### src/rtl/riscv_pkg.sv
// Shared RISC-V core sizing constants and the physical register handle type.
package riscv;
  localparam int PHYS_REGS_SIZE      = 64;
  localparam int PHYS_REGS_ADDR_SIZE = $clog2(PHYS_REGS_SIZE);
  localparam int FRONTEND_WIDTH      = 2;
  localparam int ARCH_REGS           = 32;

  typedef logic [PHYS_REGS_ADDR_SIZE-1:0] preg_t;
endpackage

### src/rtl/rename_free_list.sv
// Physical register free list for the rename stage: a circular buffer with a
// speculative head (allocation), a committed head (flush recovery) and a tail (release).
module rename_free_list #(
  parameter  int PHYS_REGS_SIZE      = riscv::PHYS_REGS_SIZE,
  parameter  int ARCH_REGS           = riscv::ARCH_REGS,
  parameter  int FRONTEND_WIDTH      = riscv::FRONTEND_WIDTH,
  localparam int PHYS_REGS_ADDR_SIZE = $clog2(PHYS_REGS_SIZE)
) (
  input  logic                                           clk,
  input  logic                                           reset_n,
  input  logic [FRONTEND_WIDTH-1:0]                      alloc_req_i,
  output logic                                           alloc_gnt_o,
  output logic [FRONTEND_WIDTH-1:0][PHYS_REGS_ADDR_SIZE-1:0] alloc_preg_o,
  input  logic [FRONTEND_WIDTH-1:0]                      release_v_i,
  input  logic [FRONTEND_WIDTH-1:0][PHYS_REGS_ADDR_SIZE-1:0] release_preg_i,
  input  logic [FRONTEND_WIDTH-1:0]                      commit_alloc_i,
  input  logic                                           flush_i,
  output logic [PHYS_REGS_ADDR_SIZE-1:0]                 free_count_o,
  output logic                                           overflow_err_o
);

  localparam int DEPTH = PHYS_REGS_SIZE - ARCH_REGS;
  localparam int IDX_W = $clog2(DEPTH);
  localparam int PTR_W = IDX_W + 1;

  typedef logic [PTR_W-1:0]               ptr_t;
  typedef logic [PHYS_REGS_ADDR_SIZE-1:0] preg_t;

  function automatic ptr_t popcnt(input logic [FRONTEND_WIDTH-1:0] v);
    ptr_t c;
    c = '0;
    for (int i = 0; i < FRONTEND_WIDTH; i++) begin
      c = c + ptr_t'(v[i]);
    end
    return c;
  endfunction

  preg_t entries_q [DEPTH];
  preg_t entries_d [DEPTH];
  ptr_t  spec_head_q, spec_head_d;
  ptr_t  commit_head_q, commit_head_d;
  ptr_t  tail_q, tail_d;
  logic  err_q, err_d;

  ptr_t  count;
  ptr_t  inflight;
  ptr_t  n_req, n_rel, n_com;
  ptr_t  roff, woff;
  logic  gnt;
  logic  rel_ok, com_ok;

  always_comb begin
    count    = tail_q - spec_head_q;
    inflight = spec_head_q - commit_head_q;
    n_req    = popcnt(alloc_req_i);
    n_rel    = popcnt(release_v_i);
    n_com    = popcnt(commit_alloc_i);

    // Grants look only at registered occupancy, so same-cycle releases never bypass.
    gnt    = !flush_i && (n_req <= count);
    rel_ok = (count + n_rel) <= ptr_t'(DEPTH);
    com_ok = n_com <= inflight;

    roff = spec_head_q;
    for (int i = 0; i < FRONTEND_WIDTH; i++) begin
      alloc_preg_o[i] = '0;
      if (gnt && alloc_req_i[i]) begin
        alloc_preg_o[i] = entries_q[roff[IDX_W-1:0]];
        roff            = roff + ptr_t'(1);
      end
    end

    entries_d = entries_q;
    woff      = tail_q;
    for (int i = 0; i < FRONTEND_WIDTH; i++) begin
      if (rel_ok && release_v_i[i]) begin
        entries_d[woff[IDX_W-1:0]] = release_preg_i[i];
        woff                       = woff + ptr_t'(1);
      end
    end
    tail_d = rel_ok ? tail_q + n_rel : tail_q;

    commit_head_d = com_ok ? commit_head_q + n_com : commit_head_q;

    // A flush rewinds to the committed head including this cycle's commits.
    spec_head_d = spec_head_q;
    if (flush_i) begin
      spec_head_d = commit_head_d;
    end else if (gnt) begin
      spec_head_d = spec_head_q + n_req;
    end

    err_d = err_q | !rel_ok | !com_ok;

    alloc_gnt_o    = gnt;
    free_count_o   = PHYS_REGS_ADDR_SIZE'(count);
    overflow_err_o = err_q;
  end

  always_ff @(posedge clk) begin
    if (!reset_n) begin
      for (int i = 0; i < DEPTH; i++) begin
        entries_q[i] <= preg_t'(ARCH_REGS + i);
      end
      spec_head_q   <= '0;
      commit_head_q <= '0;
      tail_q        <= ptr_t'(DEPTH);
      err_q         <= 1'b0;
    end else begin
      entries_q     <= entries_d;
      spec_head_q   <= spec_head_d;
      commit_head_q <= commit_head_d;
      tail_q        <= tail_d;
      err_q         <= err_d;
    end
  end

endmodule
### config.mk
export PLATFORM = sky130hd
export DESIGN_NAME = rename_free_list
export DESIGN_NICKNAME = d
export VERILOG_FILES = /design/src/rtl/riscv_pkg.sv /design/src/rtl/rename_free_list.sv
export SDC_FILE = /design/constraint.sdc
export NUM_CORES = 1
export LEC_CHECK = 0
export ABC_AREA = 0
export CAP_MARGIN = 5
export CORE_MARGIN = 2
export CORE_UTILIZATION = 51
export DETAILED_ROUTE_END_ITERATION = 12
export GPL_TIMING_DRIVEN = 1
export PLACE_DENSITY = 0.64
export SETUP_SLACK_MARGIN = 0.4
export SYNTH_ARGS = -nofsm -noshare
export SYNTH_HDL_FRONTEND = slang
export SYNTH_SLANG_ARGS = --single-unit
### constraint.sdc
create_clock -name clk -period 6.8 [get_ports clk]
set_clock_uncertainty 0.2 [all_clocks]
set_input_delay 1.02 -clock clk [delete_from_list [all_inputs] [get_ports clk]]
set_output_delay 1.02 -clock clk [all_outputs]
set_load 0.005 [all_outputs]
After elaboration in Yosys (flattened, before gate mapping)
Cells that the tools add are included.
{"block": "word_totals", "input_bits": 21, "ff_bits": 211, "out_inout_bits": 20}
{"block": "classes", "order_cmp": 9, "addsub": 11, "n_bitwise": 6, "reduce_logical": 11, "muxes": 21}
{"operator": "bitwise mux 192 bit", "n": 2}
{"operator": "2-to-1 mux 192 bit", "n": 2}
{"operator": "2-to-1 mux 6 bit", "n": 11}
{"operator": "binary-select mux 6 bit (select 5 bit)", "n": 2}
{"operator": "demux 6 bit (select 5 bit)", "n": 2}
{"operator": "adder 6 x 2 -> 6 bit", "n": 4}
{"operator": ">= comparator 6 bit, second input constant", "n": 4}
{"operator": "NOT 5 -> 6 bit", "n": 4}
{"operator": "less-or-equal comparator 2 x 6 -> 1 bit", "n": 2}
{"operator": "less-than comparator 6 x 1 -> 1 bit, second input constant", "n": 2}
{"operator": "subtractor 6 bit", "n": 2}
{"operator": "adder 5 x 1 -> 5 bit, second input constant", "n": 2}
{"operator": "2-to-1 mux 5 bit", "n": 2}
{"operator": "logical AND 1 bit", "n": 7}
{"operator": "adder 1 x 1 -> 2 bit", "n": 3}
{"operator": "less-or-equal comparator 6 bit, second input constant", "n": 1}
{"operator": "zero test 1 bit", "n": 3}
{"operator": "bitwise OR 1 bit", "n": 2}
{"operator": "nonzero test 2 bit", "n": 1}

Logic depth before layout (Yosys ltp)
{"block": "logic_depth", "ltp_word": 12, "depth_mapped": 20}

Worst setup path after synthesis
Ideal clock, no wire load.
{"block": "synth_path", "path_type": "register to output", "from": "register tail_q[0]", "to": "output port alloc_preg_o[8] (netlist name)", "setup_slack_ps": 1470, "required_time_ps": 5580, "arrival_ps": 4110, "stages_incl_launch_ff": 18, "cell_sequence": "dfxtp_1 clkbuf_1 inv_1 ha_1 inv_1 fa_1 inv_1 ha_1 nor2b_1 o21ai_0 a21oi_1 and3_1 clkbuf_1 a21oi_2 buf_2 mux4_2 o221a_2 a211oi_1"}
{"element": "from (decl)", "line_no": "rename_free_list.sv:42", "text": "ptr_t tail_q, tail_d;"}
{"element": "from (signal assigned)", "line_no": "rename_free_list.sv:107", "text": "tail_q <= ptr_t'(DEPTH);"}
{"element": "from (signal assigned)", "line_no": "rename_free_list.sv:113", "text": "tail_q <= tail_d;"}
{"element": "to (decl)", "line_no": "rename_free_list.sv:13", "text": "output logic [FRONTEND_WIDTH-1:0][PHYS_REGS_ADDR_SIZE-1:0] alloc_preg_o,"}

==> metrics <==
Critical Path Start Type register; H-tree levels 1; result of the run completed; Internal Pwr Total 3.16 mW; critical hold path startpoint overflow_err_o; sequential cell area fraction in the yosys report 0.268; most frequent cells in the layout mux2i_1, nand2_1, dfxtp_1; overall power consumption 5.42 mW; Switching Fraction 0.417; accumulated negative setup slack 0 ps; crit end category output port; syn nets 1771; share of total power in sequential cells 0.252; Tcrit/Tclk final 0.922; combined flip-flop and latch cell area 0.00423 mm^2; final setup violating endpoints 0; clock share of power 0.235; most common cell after layout, fill and taps aside mux2i_1; number of synthesized flops with an enable pin 0; total area of multi-input combinational cells 0.0111 mm^2; Detailed Place HPWL 38600 um; IR Drop Worst-Case VDD 0.000182 V; number of pins exceeding their max-slew limit in the final report 0; timing-limited maximum frequency 159 MHz; Worst Path Arrival 5050 ps; CTS Sinks 211; switching power of the nets 2.26 mW; Via density 6.51; I/O pin count 41; cell area power density 308 mW/mm^2; antenna violations before repair 1; count of distinct cell types in the synthesized netlist 76; number of storage elements in the synthesis netlist 211; number of buffers inserted during clock tree synthesis 24; critical path data required time 5580 ps; Max Root-Sink Buffers 3; worst rel slew slack 0.314; transition time at the pin with the least slew margin 1020 ps; clock tree root buffer cell clkbuf_16; DR iter-0 viols 1394; Ys Warns 0; GRT overflow 0; Worst R2R Path Depth 15; Clk Latency, worst-skew pair 540 ps; final hold vios 0; class of the worst hold path register to register; drt wl/cell 26.2 um; Critical Path Fanout Max 13; proportion of synthesized flip-flops having asynchronous set or reset 0; area of the die 0.0324 mm^2; capture instance of the worst register-to-register path entries_q[82]; RR Startpoint spec_head_q[4]; terminating pin of the worst hold path overflow_err_o; Port Buffer Count 40; antenna cells 0; final weighted congestion in routability-driven placement 0.990; Chip Width 180 um; length of the first detailed-routing pass in iterations 5; maximum number of pins on one net before global-route repair 119; Max-cap violations 0; Synth-to-Final Area Change 11.6%; slack of the worst reg-to-reg path 1500 ps; vertical die dimension 180 um; number of nets with antenna violations after detailed routing 0; combinational group share of total power 0.513; first-pass GRT wire length 84900 um; number of nets in the finished design 1771; total via count after detailed routing 13800; Avg Cell Area, Syn 9.20 um^2; Fillers 2722; fraction of layout cells with a size suffix above 1 0.238; gate count of the mapped netlist 1714; unrepaired setup endpoints after global routing false; number of cells in the design after placement 2068; clock input transition at the sequential cells of the worst setup and hold paths 60 ps; post-detailed-routing wire length 55700 um; non-filler cells in the finished layout 2125; starting density of the core 0.517; Most used DFF post-synth dfxtp_1; critical path class register to output port; leakage power figure 6.73 nW; total standard cell area after synthesis 0.0158 mm^2; standard-cell row count 64; TritonCTS clock tree built; via count of the first global-routing pass 13800; DRC violations left 0; final critical delay including setup and external delays 6270 ps; area of the core 0.0305 mm^2; number of cells on the worst hold path 1; global router's overall resource usage 0.338
synth_stat cells (all sizes together) (3+ instances only):
library cell,n,area [um^2]
a2111oi,3,26.3
a211oi,32,240
a21o,3,22.5
a21oi,47,288
a221oi,8,70.1
a31oi,11,68.8
a32oi,5,43.8
and2,15,93.8
and3,22,143
buf,31,139
clkbuf,102,384
dfxtp,211,4220
fa,6,120
ha,30,375
inv,36,135
mux2,167,1880
mux2i,252,2520
mux4,50,1130
nand2,240,941
nand2b,7,43.8
nand3,50,250
nand3b,5,87.6
nand4,11,68.8
nor2,82,423
nor2b,58,363
nor3,34,170
nor3b,4,30.0
nor4,6,37.5
o2111ai,9,78.8
o211a,35,350
o211ai,4,35.0
o21ai,54,270
o2bb2ai,5,43.8
o31ai,7,66.3
o32a,3,30.0
o32ai,3,26.3
or3,5,31.3
or4,5,41.3
xnor2,21,184
xor2,6,60.1
worst max path at each step:
stage | slack [ps] | from | to | cells after the start
2_1_floorplan | 1470 | tail_q[0] | alloc_preg_o[8] | 17
3_3_place_gp | 280 | alloc_req_i[0] | alloc_preg_o[9] | 15
3_5_place_dp | 230 | alloc_req_i[0] | alloc_preg_o[9] | 15
4_1_cts | 390 | tail_q[0] | alloc_preg_o[9] | 20
5_1_grt | 400 | tail_q[0] | alloc_preg_o[9] | 19
6_report | 530 | tail_q[0] | alloc_preg_o[9] | 20
power by group through the flow:
stage | Combinational (mW) | Clock, mW | Sequential (mW)
finish | 2.78 | 1.27 | 1.37
global route | 2.97 | 1.33 | 1.37
CTS | 2.68 | 1.29 | 1.37
detailed placement | 2.60 | 0 | 1.39
global placement | 2.58 | 0 | 1.39
floorplan | 1.79 | 0 | 1.37
metal layers:
layer,part of all wire,vias to the layer above,wire length [um],GRT usage
met5,0,-,0,0
met4,0.052,0,2910,0.160
met3,0.074,155,4110,0.0590
met2,0.46,596,25800,0.547
met1,0.41,6798,22800,0.440
li1,-,6278,-,-
area by class of cell:
| cell class | count | share of cell area |
|---|---|---|
| clock inverter | 5 | 0.00142 |
| timing repair buffer | 107 | 0.0525 |
| sequential | 211 | 0.240 |
| inverter | 37 | 0.00810 |
| clock buffer | 36 | 0.0413 |
| tap | 396 | 0.0282 |
| multi-input combinational | 1333 | 0.628 |
worst max-delay path, cell delays in order, from the launching register on:
cell and delay (ps):
dfxtp_1 320, inv_2 100, ha_2 190, inv_1 50
fa_2 560, inv_2 80, ha_1 290, nor2b_1 120
o21ai_0 90, a21oi_1 230, and3_4 270, a21oi_4 70
buf_12 150, buf_4 150, xnor2_4 230, buf_6 210
a211oi_1 80, o32a_1 360, o311ai_2 100, o211a_1 310
clkdlybuf4s50_1 550
what timing repair did:
| item | 4_1_cts | 5_1_grt |
|---|---|---|
| resized for setup | 17 | 21 |
| hold buffers | 0 | 0 |
| pin swaps | 3 | 2 |
| endpoints found under the hold margin | 0 | 0 |
| endpoints found under the setup margin | 6 | 6 |
| gates cloned | 0 | 0 |
| buffers inserted | 7 | 9 |
cell families (layout without fill, tap and decap cells):
group	after synthesis	after routing	synth area share
AO/OA/AOI/OAI	254	254	0.119
adder cells (fa/ha/maj)	36	36	0.0314
flip-flops	211	211	0.268
AND/OR/NAND/NOR	547	547	0.174
XOR/XNOR	27	27	0.0155
buffers and inverters	170	185	0.0420
multiplexers	469	469	0.350
through the flow:
step | utilization | instance area [um^2] | worst slack, ps | hold WS [ps]
4_1_cts | 0.571 | 17400 | 387 | 293
3_3_place_gp | 0.543 | 16600 | 277 | 260
2_1_floorplan | - | 15800 | 1470 | 276
5_1_grt | 0.577 | 17600 | 404 | 313
6_report | 0.577 | 17600 | 530 | 290
3_5_place_dp | 0.543 | 16600 | 230 | 279
flip-flops by register name (all words and copies together), names as in the netlist:
name and flops:
commit_head_q 6, spec_head_q 6, entries_q 192, overflow_err_o 1
tail_q 6
(Power assumes the default switching activity.)
